$ cat src/rtl/program_loader.sv
// UART-fed program loader: parses SYNC, LEN, payload[, CHK] frames into instruction-memory writes.
// Define LOADER_CHECKSUM_EN to add the trailing checksum byte and its verification.
module program_loader #(
   parameter int unsigned CLKS_PER_BIT = 104,
   parameter int unsigned MEM_DEPTH    = 27,
   parameter logic [7:0]  SYNC_BYTE    = 8'h55
) (
   input  logic       clk,
   input  logic       rst,
   input  logic       rxd,
   output logic       load_we,
   output logic [4:0] load_addr,
   output logic [7:0] load_data,
   output logic       cpu_hold,
   output logic       busy,
   output logic       done,
   output logic       err
);

   localparam logic [15:0] BIT_LAST  = 16'(CLKS_PER_BIT - 1);
   localparam logic [15:0] HALF_LAST = 16'(CLKS_PER_BIT / 2 - 1);
   localparam logic [7:0]  DEPTH_MAX = 8'(MEM_DEPTH);

   typedef enum logic [1:0] {RX_IDLE, RX_START, RX_DATA, RX_STOP} rx_state_t;
`ifdef LOADER_CHECKSUM_EN
   typedef enum logic [1:0] {P_HUNT, P_LEN, P_PAYLOAD, P_CHK} p_state_t;
`else
   typedef enum logic [1:0] {P_HUNT, P_LEN, P_PAYLOAD} p_state_t;
`endif

   logic        rx_meta, rx_sync, rx_prev;
   rx_state_t   rx_state;
   logic [15:0] bit_cnt;
   logic [2:0]  bit_idx;
   logic [7:0]  shift;
   logic        byte_valid;
   logic        stop_fail;

   p_state_t    p_state;
   logic [4:0]  addr_cnt;
   logic [4:0]  last_addr;
`ifdef LOADER_CHECKSUM_EN
   logic [7:0]  sum;
   logic [7:0]  chk_sum;
   assign chk_sum = sum + shift;
`else
   logic        finish_pending;
`endif

   // Framing error is seen by the parser in the sample cycle itself so cpu_hold drops one cycle later.
   assign stop_fail = (rx_state == RX_STOP) && (bit_cnt == BIT_LAST) && !rx_sync;
   assign cpu_hold  = (p_state != P_HUNT);
   assign busy      = (p_state != P_HUNT);

   // NOTE: sequential state uses non-blocking (<=) so every register samples pre-edge values.
   always_ff @(posedge clk) begin
      if (rst) begin
         rx_meta    <= 1'b1;
         rx_sync    <= 1'b1;
         rx_prev    <= 1'b1;
         rx_state   <= RX_IDLE;
         bit_cnt    <= '0;
         bit_idx    <= '0;
         shift      <= '0;
         byte_valid <= 1'b0;
      end else begin
         rx_meta    <= rxd;
         rx_sync    <= rx_meta;
         rx_prev    <= rx_sync;
         byte_valid <= 1'b0;
         case (rx_state)
            RX_IDLE: begin
               bit_cnt <= '0;
               if (rx_prev && !rx_sync) rx_state <= RX_START;
            end
            RX_START: begin
               if (bit_cnt == HALF_LAST) begin
                  bit_cnt  <= '0;
                  bit_idx  <= '0;
                  rx_state <= rx_sync ? RX_IDLE : RX_DATA;
               end else begin
                  bit_cnt <= bit_cnt + 16'd1;
               end
            end
            RX_DATA: begin
               if (bit_cnt == BIT_LAST) begin
                  bit_cnt <= '0;
                  shift   <= {rx_sync, shift[7:1]};
                  bit_idx <= bit_idx + 3'd1;
                  if (bit_idx == 3'd7) rx_state <= RX_STOP;
               end else begin
                  bit_cnt <= bit_cnt + 16'd1;
               end
            end
            RX_STOP: begin
               if (bit_cnt == BIT_LAST) begin
                  bit_cnt    <= '0;
                  byte_valid <= rx_sync;
                  rx_state   <= RX_IDLE;
               end else begin
                  bit_cnt <= bit_cnt + 16'd1;
               end
            end
         endcase
      end
   end

   always_ff @(posedge clk) begin
      if (rst) begin
         p_state        <= P_HUNT;
         addr_cnt       <= '0;
         last_addr      <= '0;
         load_we        <= 1'b0;
         load_addr      <= '0;
         load_data      <= '0;
         done           <= 1'b0;
         err            <= 1'b0;
`ifdef LOADER_CHECKSUM_EN
         sum            <= '0;
`else
         finish_pending <= 1'b0;
`endif
      end else begin
         load_we <= 1'b0;
         done    <= 1'b0;
         if (stop_fail) begin
            err     <= 1'b1;
            p_state <= P_HUNT;
`ifndef LOADER_CHECKSUM_EN
            finish_pending <= 1'b0;
`endif
         end else if (byte_valid) begin
            case (p_state)
               P_HUNT: begin
                  if (shift == SYNC_BYTE) begin
                     p_state <= P_LEN;
                     err     <= 1'b0;
                  end
               end
               P_LEN: begin
                  if (shift != 8'd0 && shift <= DEPTH_MAX) begin
                     p_state   <= P_PAYLOAD;
                     addr_cnt  <= '0;
                     last_addr <= shift[4:0] - 5'd1;
`ifdef LOADER_CHECKSUM_EN
                     sum       <= '0;
`endif
                  end else begin
                     err     <= 1'b1;
                     p_state <= P_HUNT;
                  end
               end
               P_PAYLOAD: begin
                  load_we   <= 1'b1;
                  load_addr <= addr_cnt;
                  load_data <= shift;
                  addr_cnt  <= addr_cnt + 5'd1;
`ifdef LOADER_CHECKSUM_EN
                  sum       <= sum + shift;
                  if (addr_cnt == last_addr) p_state <= P_CHK;
`else
                  if (addr_cnt == last_addr) finish_pending <= 1'b1;
`endif
               end
`ifdef LOADER_CHECKSUM_EN
               P_CHK: begin
                  done    <= (chk_sum == 8'h00);
                  err     <= (chk_sum != 8'h00);
                  p_state <= P_HUNT;
               end
`endif
            endcase
         end
`ifndef LOADER_CHECKSUM_EN
         // Without a checksum the frame closes one cycle after the last write.
         else if (finish_pending) begin
            finish_pending <= 1'b0;
            done           <= 1'b1;
            p_state        <= P_HUNT;
         end
`endif
      end
   end

endmodule

$ cat config.mk
export PLATFORM = sky130hd
export DESIGN_NAME = program_loader
export DESIGN_NICKNAME = d
export VERILOG_FILES = /design/src/rtl/program_loader.sv
export SDC_FILE = /design/constraint.sdc
export NUM_CORES = 1
export LEC_CHECK = 0
export CORE_MARGIN = 10
export CORE_UTILIZATION = 35
export DETAILED_ROUTE_END_ITERATION = 12
export PLACE_DENSITY = 0.56
export SETUP_SLACK_MARGIN = 0.05
export SYNTH_ARGS = -nofsm -noshare
export SYNTH_HDL_FRONTEND = slang
export SYNTH_SLANG_ARGS = --single-unit
$ cat constraint.sdc
create_clock -name clk -period 6.4 [get_ports clk]
set_input_delay 0.96 -clock clk [delete_from_list [all_inputs] [get_ports clk]]
set_output_delay 0.96 -clock clk [all_outputs]
set_load 0.01 [all_outputs]
==> results.txt <==
Outcome: complete, no violations
P_leak: 1.09 nW
# rows: 32
Post-CTS sizing: 0
Power, Total: 0.000796 W
CTS hold repair buffers: 0
DP Area: 0.00302 mm²
PD cells: 245 mW/mm²
Clock root buffer: clkbuf_8
Worst R2R Setup Slack: 3800 ps
Slew HR: 26.8%
Crit-path max cell delay: 690 ps
Fin crit share: 40.6%
Total track usage: 10.2%
DR iter-0 viols: 95
Setup TNS: 0 ps
Synthesized Nets: 314
Top achievable clock speed: 0.385 GHz
GRT busiest layer: met2
Critical path class: flip-flop to flip-flop
Drt wl/cell: 13.1 µm
WL final: 5.63 mm
Syn avg cell area: 8.98 µm²
WHS Path Cells: 1
CP max FO: 12
Area leader, netlist: dfxtp_1
Largest net degree at the start of global routing: 44
CP Launch Type: flip-flop
RR Endpoint: bit_idx[2]$_SDFFE_PP0P_
Post-CTS Setup Inserts: 0
DIE AREA: 0.0118 mm²
Initial Util: 35.6%
VDD IR max: 0.120 mV
CTS tree: yes
Primary FF master, synth: dfxtp_1
Distinct cells, synth: 50
Yosys top cell area share: 45.3%
Worst EP arrival: 2800 ps
Met3 global-route usage: 3.87%
Hold WC Path Type: flip-flop to flip-flop
Hold Path End: rx_sync$_SDFF_PP1_
Synthesized area: 0.00274 mm²
Die width: 108 µm
Number of flops mapped to enable cells by yosys: 0
Seq cells post-synth: 62
Setup violators final: 0
Sequential share of the synthesized area: 45.3%
Worst skew pair latency: 340 ps
Clk pin slew, worst setup/hold paths: 60 ps
Met2 Use GR: 14.1%
Synth async-reset ratio: 0%
DRC errors left: 0
Reg2reg start: bit_cnt[9]$_SDFF_PP0_
Global placement routability congestion: 0.786
DR pass1 iterations: 4
Synthesized instance count: 305
Post-layout min period: 2600 ps
Layout cells sized above 1: 9.76%
CTS buffer count: 9
Transition time of the tightest slew-check pin: 1090 ps
Floorplan core area: 0.00769 mm²
Initial antenna violation count: 0
Hold Startpoint: rx_meta$_SDFF_PP1_
Top cells by area, synth: dfxtp_1 (45%), nor2_1 (6.3%), nand2_1 (5.5%)
Met1 Usage GRT: 13.4%
Slowest cell on crit path: nor4_1
Vias in the first global route: 1,964
First-pass GRT wire length: 9.62 mm
Antenna Nets Post-Route: 0
Nets: 332
GR Overflow Total: 0
Yosys warns: 0
Crit path capture type: flip-flop
DIE HEIGHT: 108 µm
Area Growth Syn to Fin: 18.7%
RSZ-0062 raised after global routing: no
Max-cap violations: 0
I/O pin total: 21
Critical-path cell list: or4_1 > nor4_1 > nand3b_1 > nand3_1 > a21oi_1
Critical Path RT: 6600 ps
Max Slew Vio Count: 0
Final Hold Viols: 0
Number of port buffers: 20
Dpl hpwl: 3.88 mm
Antenna cells: 0
Vias/cell: 4.85
# fillers: 793
Design Area, Final: 0.00325 mm²
CTS sink cnt: 62
H-tree depth reported by CTS: 3
Clock buffer depth: 2
Vias: 2,087
R2R depth: 5
Skew final: 9.97 ps
-- how the worst max path moves through the flow --
stage	endpoint	start	slack (ps)	depth (start not counted)
after floorplan	bit_cnt[11]$_SDFF_PP0_	bit_cnt[9]$_SDFF_PP0_	4240	6
after global placement	bit_cnt[13]$_SDFF_PP0_	rst	3470	6
after detailed placement	bit_cnt[4]$_SDFF_PP0_	rst	3420	6
after CTS	bit_idx[2]$_SDFFE_PP0P_	bit_cnt[9]$_SDFF_PP0_	3720	5
after global routing	bit_idx[0]$_SDFFE_PP0P_	bit_cnt[9]$_SDFF_PP0_	3540	5
final	bit_idx[2]$_SDFFE_PP0P_	bit_cnt[9]$_SDFF_PP0_	3800	5
-- area by class of cell --
cell class	count	area (µm²)	area share [%]
clock buffer	13	169	5.20
clock inverter	3	65.1	2.00
inverter	6	22.5	0.693
multi-input combinational	223	1420	43.6
sequential	62	1240	38.2
tap	102	128	3.93
timing repair buffer	21	208	6.39
-- report_power, final --
group / leakage [nW] / switching [W] / total [W] / internal, W
Combinational: 0.471 / 0.00000727 / 0.0000109 / 0.00000364
Clock: 0.120 / 0.000145 / 0.000396 / 0.000251
Sequential: 0.500 / 0.00000198 / 0.000389 / 0.000387
-- critical path: cells and delay by family, from the launching register on --
family             cells  cell delay (ps)
DFF                    1              360
AOI/OAI and AO/OA      1               90
and+or+nand+nor        4             2020
-- cells by family after synthesis --
logic type      share of synthesized area (%)
simple gates                             27.0
flops                                    45.3
compound gates                           10.1
xor+xnor                                 6.72
buf+inv                                  3.34
mux                                      4.75
fa+ha+maj                                2.74
-- routing by layer --
metal / vias up / part of all wire [%]
li1: 1093 / -
met1: 956 / 51
met2: 27 / 42
met3: 11 / 5.3
met4: 0 / 2.3
met5: - / 0
-- flip-flops by register name (all words and copies together), names as in the netlist, 2 cells and up, named ones only --
signal and count:
bit_cnt 16, last_addr 5, load_data 8, load_addr 5
bit_idx 3, shift 8, p_state 2, addr_cnt 5
-- cell usage after synthesis (2+ instances only) --
library cell,instances
nand4b_1,3
nor4_1,4
nand3b_1,3
a311oi_1,2
o21ai_0,4
nor3b_1,2
xnor2_1,10
a31oi_1,2
a32o_1,3
a21oi_1,15
or3_1,2
and3_2,2
nand3_1,11
a211oi_1,6
mux2i_1,13
nor2_1,46
nor2b_1,2
buf_4,2
inv_1,6
xor2_1,11
dfxtp_1,62
nand4_1,4
or4_1,3
nor3_1,6
ha_1,6
or2_2,4
nand2_1,40
clkbuf_1,9
-- metrics by stage --
step	hold WS [ps]	std cells	utilization (%)	worst slack [ps]
3_5_place_dp	395	414	39.2	3420
2_1_floorplan	389	305	-	4240
4_1_cts	409	430	42.3	3720
5_1_grt	436	430	42.3	3540
6_report	407	430	42.3	3800
3_3_place_gp	392	414	39.2	3470
-- cells in the final DEF, fill, tap and decap left out, drive strengths merged, types with 2 or more instances in the layout --
| master | Yosys | final |
|---|---|---|
| and3 | 4 | 4 |
| nor2 | 46 | 46 |
| ha | 6 | 6 |
| nor3b | 3 | 3 |
| clkdlybuf4s50 | 0 | 20 |
| inv | 6 | 6 |
| o21ai | 4 | 4 |
| or2 | 4 | 4 |
| nor4 | 5 | 5 |
| a32o | 3 | 3 |
| bufinv | 0 | 2 |
| nand3b | 3 | 3 |
| nand4b | 3 | 3 |
| nand3 | 11 | 11 |
| mux2i | 13 | 13 |
| nor3 | 6 | 6 |
| xor2 | 11 | 11 |
| dfxtp | 62 | 62 |
| or4 | 5 | 5 |
| or3 | 2 | 2 |
| a21oi | 15 | 15 |
| a31oi | 3 | 3 |
| nand2 | 40 | 40 |
| nor2b | 2 | 2 |
| nand4 | 4 | 4 |
| xnor2 | 10 | 10 |
| clkbuf | 9 | 13 |
| a311oi | 2 | 2 |
| a211oi | 7 | 7 |
No activity file was read; power rests on OpenSTA's default activity.
